$ cat config.mk
export PLATFORM = sky130hd
export DESIGN_NAME = mem_port_arbiter_flat
export DESIGN_NICKNAME = d
export VERILOG_FILES = /design/src/rtl/mem_port_arbiter_if.sv /design/src/rtl/mem_port_arbiter.sv /design/src/flat_wrapper.sv
export SDC_FILE = /design/constraint.sdc
export NUM_CORES = 1
export LEC_CHECK = 0
export CAP_MARGIN = 20
export CORE_UTILIZATION = 41
export DETAILED_ROUTE_END_ITERATION = 8
export PLACE_DENSITY = 0.8
export SLEW_MARGIN = 0
export SYNTH_ARGS = -nofsm -noshare
export SYNTH_HDL_FRONTEND = slang
export SYNTH_SLANG_ARGS = --single-unit
$ cat constraint.sdc
create_clock -name clk -period 1.8 [get_ports clk]
set_input_delay 0.36 -clock clk [delete_from_list [all_inputs] [get_ports clk]]
set_output_delay 0.36 -clock clk [all_outputs]
set_load 0.01 [all_outputs]
$ cat src/rtl/mem_port_arbiter_if.sv
// Bundle of the fetch port, data load/store port and memory-side signals
// around the shared single-port memory.
interface mem_port_arbiter_if #(
  parameter int unsigned ADDR_W = 32,
  parameter int unsigned DATA_W = 32
);
  logic              if_req;
  logic [ADDR_W-1:0] if_addr;
  logic              if_ack;
  logic [DATA_W-1:0] if_rdata;
  logic              if_err;

  logic              d_req;
  logic              d_we;
  logic [ADDR_W-1:0] d_addr;
  logic [DATA_W-1:0] d_wdata;
  logic              d_ack;
  logic [DATA_W-1:0] d_rdata;
  logic              d_err;

  logic [ADDR_W-1:0] mem_addr;
  logic              mem_we;
  logic [DATA_W-1:0] mem_din;
  logic [DATA_W-1:0] mem_dout;

  logic              busy;

  // Arbiter side.
  modport slave (
    input  if_req, if_addr, d_req, d_we, d_addr, d_wdata, mem_dout,
    output if_ack, if_rdata, if_err, d_ack, d_rdata, d_err,
           mem_addr, mem_we, mem_din, busy
  );

  // Requesters and memory array side.
  modport master (
    output if_req, if_addr, d_req, d_we, d_addr, d_wdata, mem_dout,
    input  if_ack, if_rdata, if_err, d_ack, d_rdata, d_err,
           mem_addr, mem_we, mem_din, busy
  );
endinterface

$ cat src/rtl/mem_port_arbiter.sv
// Round-robin arbiter sharing one combinational-read memory between the
// instruction-fetch port and the data port, via a fixed IDLE/ACCESS/RESP sequence.
module mem_port_arbiter #(
  parameter int unsigned ADDR_W  = 32,
  parameter int unsigned DATA_W  = 32,
  parameter int unsigned MEM_TOP = 16384
) (
  input  logic               clk,
  input  logic               reset_n,
  mem_port_arbiter_if.slave  bus
);

  typedef enum logic [1:0] {IDLE, ACCESS, RESP} state_t;

  // Port select encoding: 0 = fetch, 1 = data.
  localparam logic SEL_FETCH = 1'b0;
  localparam logic SEL_DATA  = 1'b1;

  state_t            state, state_n;
  logic              last_grant;
  logic              sel_q, we_q, err_q;

  logic              grant_c, gnt_sel_c, gnt_we_c, gnt_err_c;
  logic [ADDR_W-1:0] gnt_addr_c;
  logic [DATA_W-1:0] gnt_wdata_c;

  logic              if_ack_q, if_err_q, d_ack_q, d_err_q;
  logic [DATA_W-1:0] if_rdata_q, d_rdata_q;
  logic [ADDR_W-1:0] mem_addr_q;
  logic [DATA_W-1:0] mem_din_q;
  logic              mem_we_q, busy_q;

  // State register.
  always_ff @(posedge clk or negedge reset_n) begin
    if (!reset_n) state <= IDLE;
    else          state <= state_n;
  end

  // Next state, arbitration and the request fields captured on grant.
  always_comb begin
    state_n     = state;
    grant_c     = 1'b0;
    gnt_sel_c   = SEL_FETCH;
    gnt_addr_c  = bus.if_addr;
    gnt_wdata_c = '0;
    gnt_we_c    = 1'b0;
    gnt_err_c   = 1'b0;
    unique case (state)
      IDLE: begin
        if (bus.if_req || bus.d_req) begin
          grant_c = 1'b1;
          state_n = ACCESS;
          // On a tie the port that was not served last wins.
          if (bus.if_req && bus.d_req) gnt_sel_c = ~last_grant;
          else                         gnt_sel_c = bus.d_req;
        end
      end
      ACCESS:  state_n = RESP;
      RESP:    state_n = IDLE;
      default: state_n = IDLE;
    endcase
    if (gnt_sel_c == SEL_DATA) begin
      gnt_addr_c  = bus.d_addr;
      gnt_wdata_c = bus.d_wdata;
      gnt_we_c    = bus.d_we;
    end
    gnt_err_c = (gnt_addr_c > ADDR_W'(MEM_TOP));
  end

  // Datapath: latch on grant, drive memory during ACCESS, respond in RESP.
  always_ff @(posedge clk or negedge reset_n) begin
    if (!reset_n) begin
      last_grant <= SEL_DATA;
      sel_q      <= SEL_FETCH;
      we_q       <= 1'b0;
      err_q      <= 1'b0;
      mem_addr_q <= '0;
      mem_din_q  <= '0;
      mem_we_q   <= 1'b0;
      busy_q     <= 1'b0;
      if_ack_q   <= 1'b0;
      if_err_q   <= 1'b0;
      if_rdata_q <= '0;
      d_ack_q    <= 1'b0;
      d_err_q    <= 1'b0;
      d_rdata_q  <= '0;
    end else begin
      busy_q   <= (state_n != IDLE);
      // Write strobe is high only for the ACCESS cycle following a grant.
      mem_we_q <= grant_c & gnt_we_c & ~gnt_err_c;
      if_ack_q <= 1'b0;
      d_ack_q  <= 1'b0;
      if (grant_c) begin
        sel_q      <= gnt_sel_c;
        we_q       <= gnt_we_c;
        err_q      <= gnt_err_c;
        mem_addr_q <= gnt_addr_c;
        mem_din_q  <= gnt_wdata_c;
      end
      if (state == ACCESS) begin
        if (sel_q == SEL_FETCH) begin
          if_ack_q   <= 1'b1;
          if_err_q   <= err_q;
          if_rdata_q <= (err_q || we_q) ? '0 : bus.mem_dout;
        end else begin
          d_ack_q    <= 1'b1;
          d_err_q    <= err_q;
          d_rdata_q  <= (err_q || we_q) ? '0 : bus.mem_dout;
        end
      end
      if (state == RESP) last_grant <= sel_q;
    end
  end

  assign bus.if_ack   = if_ack_q;
  assign bus.if_err   = if_err_q;
  assign bus.if_rdata = if_rdata_q;
  assign bus.d_ack    = d_ack_q;
  assign bus.d_err    = d_err_q;
  assign bus.d_rdata  = d_rdata_q;
  assign bus.mem_addr = mem_addr_q;
  assign bus.mem_din  = mem_din_q;
  assign bus.mem_we   = mem_we_q;
  assign bus.busy     = busy_q;

endmodule

$ cat src/flat_wrapper.sv
// flat-port wrapper written by rule: the top's interface ports become plain ports
module mem_port_arbiter_flat 
#(
  parameter int unsigned ADDR_W  = 32,
  parameter int unsigned DATA_W  = 32,
  parameter int unsigned MEM_TOP = 16384
)
  (clk, reset_n, bus_if_req, bus_if_addr, bus_d_req, bus_d_we, bus_d_addr, bus_d_wdata, bus_mem_dout, bus_if_ack, bus_if_rdata, bus_if_err, bus_d_ack, bus_d_rdata, bus_d_err, bus_mem_addr, bus_mem_we, bus_mem_din, bus_busy);
  mem_port_arbiter_if #(.ADDR_W(ADDR_W), .DATA_W(DATA_W)) bus_i ();
  input  logic clk;
  input  logic reset_n;
  input wire logic [$bits(bus_i.if_req)-1:0] bus_if_req;
  input wire logic [$bits(bus_i.if_addr)-1:0] bus_if_addr;
  input wire logic [$bits(bus_i.d_req)-1:0] bus_d_req;
  input wire logic [$bits(bus_i.d_we)-1:0] bus_d_we;
  input wire logic [$bits(bus_i.d_addr)-1:0] bus_d_addr;
  input wire logic [$bits(bus_i.d_wdata)-1:0] bus_d_wdata;
  input wire logic [$bits(bus_i.mem_dout)-1:0] bus_mem_dout;
  output wire logic [$bits(bus_i.if_ack)-1:0] bus_if_ack;
  output wire logic [$bits(bus_i.if_rdata)-1:0] bus_if_rdata;
  output wire logic [$bits(bus_i.if_err)-1:0] bus_if_err;
  output wire logic [$bits(bus_i.d_ack)-1:0] bus_d_ack;
  output wire logic [$bits(bus_i.d_rdata)-1:0] bus_d_rdata;
  output wire logic [$bits(bus_i.d_err)-1:0] bus_d_err;
  output wire logic [$bits(bus_i.mem_addr)-1:0] bus_mem_addr;
  output wire logic [$bits(bus_i.mem_we)-1:0] bus_mem_we;
  output wire logic [$bits(bus_i.mem_din)-1:0] bus_mem_din;
  output wire logic [$bits(bus_i.busy)-1:0] bus_busy;
  assign bus_i.if_req = bus_if_req;
  assign bus_i.if_addr = bus_if_addr;
  assign bus_i.d_req = bus_d_req;
  assign bus_i.d_we = bus_d_we;
  assign bus_i.d_addr = bus_d_addr;
  assign bus_i.d_wdata = bus_d_wdata;
  assign bus_i.mem_dout = bus_mem_dout;
  assign bus_if_ack = bus_i.if_ack;
  assign bus_if_rdata = bus_i.if_rdata;
  assign bus_if_err = bus_i.if_err;
  assign bus_d_ack = bus_i.d_ack;
  assign bus_d_rdata = bus_i.d_rdata;
  assign bus_d_err = bus_i.d_err;
  assign bus_mem_addr = bus_i.mem_addr;
  assign bus_mem_we = bus_i.mem_we;
  assign bus_mem_din = bus_i.mem_din;
  assign bus_busy = bus_i.busy;
  mem_port_arbiter #(.ADDR_W(ADDR_W), .DATA_W(DATA_W), .MEM_TOP(MEM_TOP)) u_core (.clk(clk), .reset_n(reset_n), .bus(bus_i));
endmodule
==> results.md, run 1 <==
- Max-Slew Margin vs Limit: 0.706
- Total power density per cell area: 1800 nW/um^2
- Synthesized flop and latch total: 140
- Core outline area: ~13000 um^2
- Nets@finish: between 900 and 1000
- Placer congestion estimate: 0.862
- CP endpoint kind: output port
- Number of hold violations in the final report: 0
- Placed instance count: 941
- CP delay by family, top: buffers and inverters
- CP required: approximately 1400 ps
- Minimum period implied by the final worst setup slack: between 1500 and 2000 ps
- Fill count: a little under 1000
- Maximum frequency from static timing analysis: 577 MHz
- IO Pins: about 270
- Die X: 119 um
- Maximum vdd drop: around 910 uV
- Via count of the first global-routing pass: between 4000 and 5000
- Largest driver fanout on the critical path: 2
- Post-route clock period utilization: 0.963
- Worst Skew: ~5.4 ps
- Main synth FF type: sky130_fd_sc_hd__dfrtp_1
- Routed via count: between 4000 and 5000
- Measured slew at the worst slew-check pin: approximately 440 ps
- Number of violations reported at the end of detailed-routing iteration 0: between 200 and 300
- Pin count of the biggest net entering global routing: 73
- Sequential element share of the synthesized area: 0.626
- Setup repair after global routing missed its margin: no
- Via density: ~5
- Antenna violations before repair: 0
- Clock tree buffer depth: 2
- Final total negative setup slack: 0 ps
- Run status: finished clean
- Height of the chip: between 100 and 150 um
- TritonCTS clock tree: yes
- Number of rows in the core area: between 40 and 50
- Drt drc: 0
- Number of port buffers: 266
- Worst reg-to-reg setup slack: ~250 ps
- Area of the die: between 10000 and 15000 um^2
- Remaining global-route overflow: 0
- WHS: 440 ps
- Max cap viols: 0
- H-Tree Level Count: 4
- Starting Density: 0.421
- Total Routed Length: 15800 um
- Post-Synthesis Cells: 513
- Drt wl/cell: 16.2 um
- Netlist area before placement: between 5000 and 6000 um^2
- Remaining antenna violation count after routing: 0
- Number of buffer and inverter stages on the critical path: 1
- Number of max-slew violations in the final report: 0
- Chain of cells forming the critical path: clkdlybuf4s50_1
- Pre-CTS setup slack: -299 ps
- Wire length of the first global-routing pass: between 20000 and 30000 um
- Inserted Clock Buffers: 17
- Count of non-filler cells in the finished layout: around 970
- Setup slack after layout: approximately 67 ps
- Largest stage delay on the critical path: 620 ps
- Buffer cell driving the clock tree root: sky130_fd_sc_hd__clkbuf_16
- Leakage power: roughly 4 nW
- Endpoint arrival time on the critical path: 1370 ps
- # hold bufs at CTS: 1
- Number of setup buffers added after CTS: 0
- Yosys warning total: 0
- Post-synthesis net count: about 650
- Insertion delay to the later sink of the worst-skew pair: between 400 and 500 ps
- Post-DP HPWL: between 10000 and 15000 um
- Relative area change from synthesis to final layout: 64.5%
- Detailed-routing iteration count for the pre-antenna-repair pass: 4
- Final setup violating endpoints: 0
- Average cell area after synthesis: between 10 and 15 um^2
- Cell with the largest stage delay on the worst path: sky130_fd_sc_hd__clkdlybuf4s50_1
- Cells resized by post-CTS repair: 0
- Clock transition at the register clock pins on the worst setup and hold paths after CTS: about 60 ps
- Post-synth EDFFs: 0
- Overall global routing resource usage: 0.231
- Kind of path behind the tightest hold check: in2async
- Share of synthesized flip-flops with an asynchronous set or reset: 1.00
- CTS sink cnt: 140
- Share of final-layout standard cells stronger than drive strength 1: 0.0802
- # diodes: 0
- Share of the core filled with cells: 0.692
- Critical path type: reg2out
- Synth unique cells: 31
- Startpoint class of the critical path: flip-flop
## through the flow
stage	instance area, um^2	power, W
5_1_grt	9200	0.0175
3_3_place_gp	8520	0.0124
2_1_floorplan	5590	0.00862
6_report	9200	0.0165
4_1_cts	9200	0.0167
3_5_place_dp	8520	0.0127
## placed cells by master (no fill, tap or decap), types with 2 or more instances in the layout
cell,Yosys,layout
sky130_fd_sc_hd__a22o_1,33,33
sky130_fd_sc_hd__buf_12,0,5
sky130_fd_sc_hd__nor2_1,5,4
sky130_fd_sc_hd__bufinv_16,0,5
sky130_fd_sc_hd__buf_4,1,16
sky130_fd_sc_hd__o21ai_1,14,14
sky130_fd_sc_hd__dfrtp_1,139,139
sky130_fd_sc_hd__clkbuf_8,0,4
sky130_fd_sc_hd__nor4_1,12,12
sky130_fd_sc_hd__nand3_1,2,2
sky130_fd_sc_hd__clkdlybuf4s50_1,0,265
sky130_fd_sc_hd__inv_6,0,2
sky130_fd_sc_hd__clkbuf_16,0,17
sky130_fd_sc_hd__o21ai_0,82,82
sky130_fd_sc_hd__nand4_1,4,4
sky130_fd_sc_hd__or3_1,2,2
sky130_fd_sc_hd__mux2i_1,32,32
sky130_fd_sc_hd__nand2_1,133,132
sky130_fd_sc_hd__clkbuf_1,9,2
sky130_fd_sc_hd__inv_1,3,3
## power by group
| group | leakage, nW | internal [W] | switching [W] | total [W] |
|---|---|---|---|---|
| combinational | 1.98 | 0.00381 | 0.00333 | 0.00713 |
| sequential | 1.81 | 0.00464 | 0.000847 | 0.00549 |
| clock | 0.324 | 0.00262 | 0.00129 | 0.00391 |
## area by class of cell
class / instances / area, um^2 / area share
multi-input combinational: 335 / 1900 / 0.207
clock buffer: 23 / 488 / 0.0530
tap: 176 / 220 / 0.0239
sequential: 140 / 3500 / 0.381
inverter: 3 / 11.3 / 0.00122
timing repair buffer: 288 / 2890 / 0.315
clock inverter: 9 / 180 / 0.0196
## cell families after synthesis
kind of cell,Yosys count,synth area share
mux,35,0.0640
flops,140,0.626
simple gates,168,0.131
compound gates,132,0.142
buf+inv,38,0.0362
## worst paths after layout
check,startpoint,to,cells after the start
max,u_core.bus.if_err,bus_if_err,1
min,reset_n,u_core.bus.mem_din[19],2
max reg2reg,u_core.state[1],u_core.err_q,5
min reg2reg,u_core.bus.if_rdata[19],u_core.bus.if_rdata[19],2
max in group asynchronous,reset_n,u_core.bus.if_rdata[21],3
min in group clk,u_core.bus.if_rdata[19],u_core.bus.if_rdata[19],2
## registers in the layout (all words and copies together), names as in the netlist
register and flops:
u_core.bus.if_err 1, u_core.sel_q 1, u_core.bus.d_err 1, u_core.state 2, u_core.we_q 1, u_core.bus.mem_din 32
u_core.err_q 1, u_core.bus.mem_we 1, u_core.bus.busy 1, u_core.bus.if_rdata 32, u_core.bus.d_ack 1, u_core.last_grant 1
u_core.bus.if_ack 1, u_core.bus.mem_addr 32, u_core.bus.d_rdata 32
## per-layer routing
metal,vias to the layer above,GRT usage,share of wire
li1,2324,-,-
met1,2334,0.283,0.40
met2,234,0.393,0.50
met3,19,0.0651,0.081
met4,0,0.0767,0.014
met5,-,0,0
## synthesized netlist by cell type (2+ instances only)
master	n	area, um^2
sky130_fd_sc_hd__a22o_1	33	289
sky130_fd_sc_hd__buf_2	21	105
sky130_fd_sc_hd__buf_6	4	45.0
sky130_fd_sc_hd__clkbuf_1	9	33.8
sky130_fd_sc_hd__dfrtp_1	139	3480
sky130_fd_sc_hd__inv_1	3	11.3
sky130_fd_sc_hd__mux2i_1	32	320
sky130_fd_sc_hd__nand2_1	133	499
sky130_fd_sc_hd__nand2b_1	2	12.5
sky130_fd_sc_hd__nand3_1	2	10.0
sky130_fd_sc_hd__nand4_1	4	25.0
sky130_fd_sc_hd__nor2_1	5	18.8
sky130_fd_sc_hd__nor4_1	12	75.1
sky130_fd_sc_hd__o21ai_0	82	410
sky130_fd_sc_hd__o21ai_1	14	70.1
sky130_fd_sc_hd__o21ai_2	2	17.5
sky130_fd_sc_hd__or3_1	2	12.5
Note: power is estimated with default switching activity, not from simulation.
==> run 2, diff against run 1 <==
--- a/config.mk
+++ b/config.mk
@@ -6,7 +6,9 @@
 export NUM_CORES = 1
 export LEC_CHECK = 0
 export CAP_MARGIN = 20
+export CORE_MARGIN = 3
 export CORE_UTILIZATION = 41
+export CTS_CLUSTER_DIAMETER = 100
 export DETAILED_ROUTE_END_ITERATION = 8
 export PLACE_DENSITY = 0.8
 export SLEW_MARGIN = 0
==> run 2 against run 1 <==
Compared with the run above: first-iteration DRC count rose by 1.8%; sequential share of layout area is 0.15 points higher; global-route usage down 0.91 points; via count rose by 1.3%; cell count is the same; clock power is 9.2% lower; largest cell class unchanged; highest routed layer unchanged.
==> results.md, run 2 (synthesis results as in run 1) <==
- Inserted Clock Buffers: 17
- Insertion delay to the later sink of the worst-skew pair: roughly 410 ps
- Buffer cell driving the clock tree root: sky130_fd_sc_hd__clkbuf_16
- Number of setup buffers added after CTS: 0
- CTS sink cnt: between 100 and 150
- Most common cell after layout, fill and taps aside: sky130_fd_sc_hd__clkdlybuf4s50_1
- Setup slack after layout: approximately 76 ps
- RR Endpoint: u_core.err_q
- Routed via count: slightly below 5000
- Die X: 123 um
- Depth of the worst register-to-register path: 5
- Number of port buffers: ~270
- Number of max-slew violations in the final report: 0
- H-Tree Level Count: 4
- Commonest cells after routing, fill and taps aside: sky130_fd_sc_hd__clkdlybuf4s50_1 (265), sky130_fd_sc_hd__dfrtp_1 (139), sky130_fd_sc_hd__nand2_1 (132), sky130_fd_sc_hd__o21ai_0 (82), sky130_fd_sc_hd__a22o_1 (33)
- IO Pins: between 200 and 300
- Seq. cell area: 3500 um^2
- Fill count: 944
- Post-route clock period utilization: 0.958
- Relative area change from synthesis to final layout: 63.8%
- Post-DP HPWL: 12600 um
- Area of the die: approximately 15000 um^2
- Overall power consumption: 0.0163 W
- Core outline area: approximately 13000 um^2
- Maximum vdd drop: about 840 uV
- Run status: finished clean
- Chain of cells forming the critical path: clkdlybuf4s50_1
- Share of final-layout standard cells stronger than drive strength 1: 0.0802
- Area taken by multi-input logic gates: approximately 1900 um^2
- Height of the chip: 123 um
- Worst reg-to-reg setup slack: a little under 300 ps
- Final total negative setup slack: 0 ps
- Wire length of the first global-routing pass: around 26000 um
- Minimum period implied by the final worst setup slack: 1720 ps
- Drt drc: 0
- Number of violations reported at the end of detailed-routing iteration 0: roughly 290
- TritonCTS clock tree: yes
- Detailed-routing iteration count for the pre-antenna-repair pass: 4
- Worst Skew: a little under 10 ps
- CP delay by family, top: buffers and inverters
- Cell with the largest stage delay on the worst path: sky130_fd_sc_hd__clkdlybuf4s50_1
- Placer congestion estimate: between 0.8 and 0.9
- Largest stage delay on the critical path: between 500 and 600 ps
- Starting Density: 0.421
- Largest driver fanout on the critical path: 2
- CP required: around 1400 ps
- Number of buffer and inverter stages on the critical path: 1
- Endpoint arrival time on the critical path: about 1400 ps
- Kind of path behind the tightest hold check: in2async
- Leakage power: 4.10 nW
- Pin count of the biggest net entering global routing: 52
- Max cap viols: 0
- Maximum frequency from static timing analysis: just under 600 MHz
- Total Routed Length: about 17000 um
- Clock transition at the register clock pins on the worst setup and hold paths after CTS: approximately 60 ps
- Number of rows in the core area: 42
- Overall global routing resource usage: 0.222
- Via density: about 5.1
- Max-Slew Margin vs Limit: 0.737
- Number of hold violations in the final report: 0
- CP endpoint kind: output port
- Remaining antenna violation count after routing: 0
- Reg2reg start: u_core.state[0]
- Remaining global-route overflow: 0
- Drt wl/cell: around 17 um
- Measured slew at the worst slew-check pin: between 300 and 400 ps
- Setup repair after global routing missed its margin: no
- Startpoint class of the critical path: flip-flop
- Critical path type: reg2out
- WHS: around 400 ps
- Final setup violating endpoints: 0
- Antenna violations before repair: 0
- Total power density per cell area: ~1800 nW/um^2
- Clock tree buffer depth: 2
- Via count of the first global-routing pass: approximately 5200
- Nets@finish: 918
- Pre-CTS setup slack: -200 ps
- # diodes: 0
## run 2: cell count changes in the layout (fill, tap and decap cells not counted)
cell and delta:
sky130_fd_sc_hd__bufinv_16 -2, sky130_fd_sc_hd__clkinv_4 +3, sky130_fd_sc_hd__buf_4 -2, sky130_fd_sc_hd__buf_12 +2, sky130_fd_sc_hd__clkbuf_8 -3, sky130_fd_sc_hd__inv_6 +1, sky130_fd_sc_hd__clkinv_2 +1
## run 2: how the worst max path moves through the flow
| stage | startpoint | endpoint | depth (start not counted) |
|---|---|---|---|
| 4_1_cts | u_core.bus.d_err | bus_d_err | 1 |
| 3_5_place_dp | bus_d_addr[27] | u_core.err_q | 6 |
| 3_3_place_gp | bus_d_addr[28] | u_core.err_q | 6 |
| 5_1_grt | u_core.bus.d_err | bus_d_err | 1 |
| 6_report | u_core.bus.if_rdata[15] | bus_if_rdata[15] | 1 |
| 2_1_floorplan | u_core.last_grant | u_core.err_q | 6 |
## run 2: timing repair
action	CTS	global route
gates resized for setup	0	0
endpoints found under the hold margin	28	0
endpoints found under the setup margin	0	0
hold buffers	1	0
## run 2: power by group
part,switching (W),internal (W)
Sequential,0.000905,0.00464
Clock,0.00132,0.00223
Combinational,0.00335,0.00388
## run 2: layer usage
layer | vias up | routed length, um | track usage
met1 | 2384 | 6630 | 0.264
met2 | 225 | 8210 | 0.381
li1 | 2336 | - | -
met3 | 30 | 1430 | 0.0677
met5 | - | 0 | 0
met4 | 0 | 323 | 0.0791
## run 2: through the flow
| step | area, um^2 | util | std cells |
|---|---|---|---|
| final | 9160 | 0.689 | 974 |
| after global placement | 8550 | 0.643 | 941 |
| after floorplan | 5590 | - | 513 |
| after CTS | 9160 | 0.689 | 974 |
| after detailed placement | 8550 | 0.643 | 941 |
| after global routing | 9160 | 0.689 | 974 |
## run 2: area by class of cell
class | instances | share of cell area
inverters | 3 | 0.00123
clock buffers | 20 | 0.0487
clock inverters | 12 | 0.0175
multi-input cells | 335 | 0.208
flip-flops and latches | 140 | 0.382
well taps | 176 | 0.0240
repair buffers | 288 | 0.319
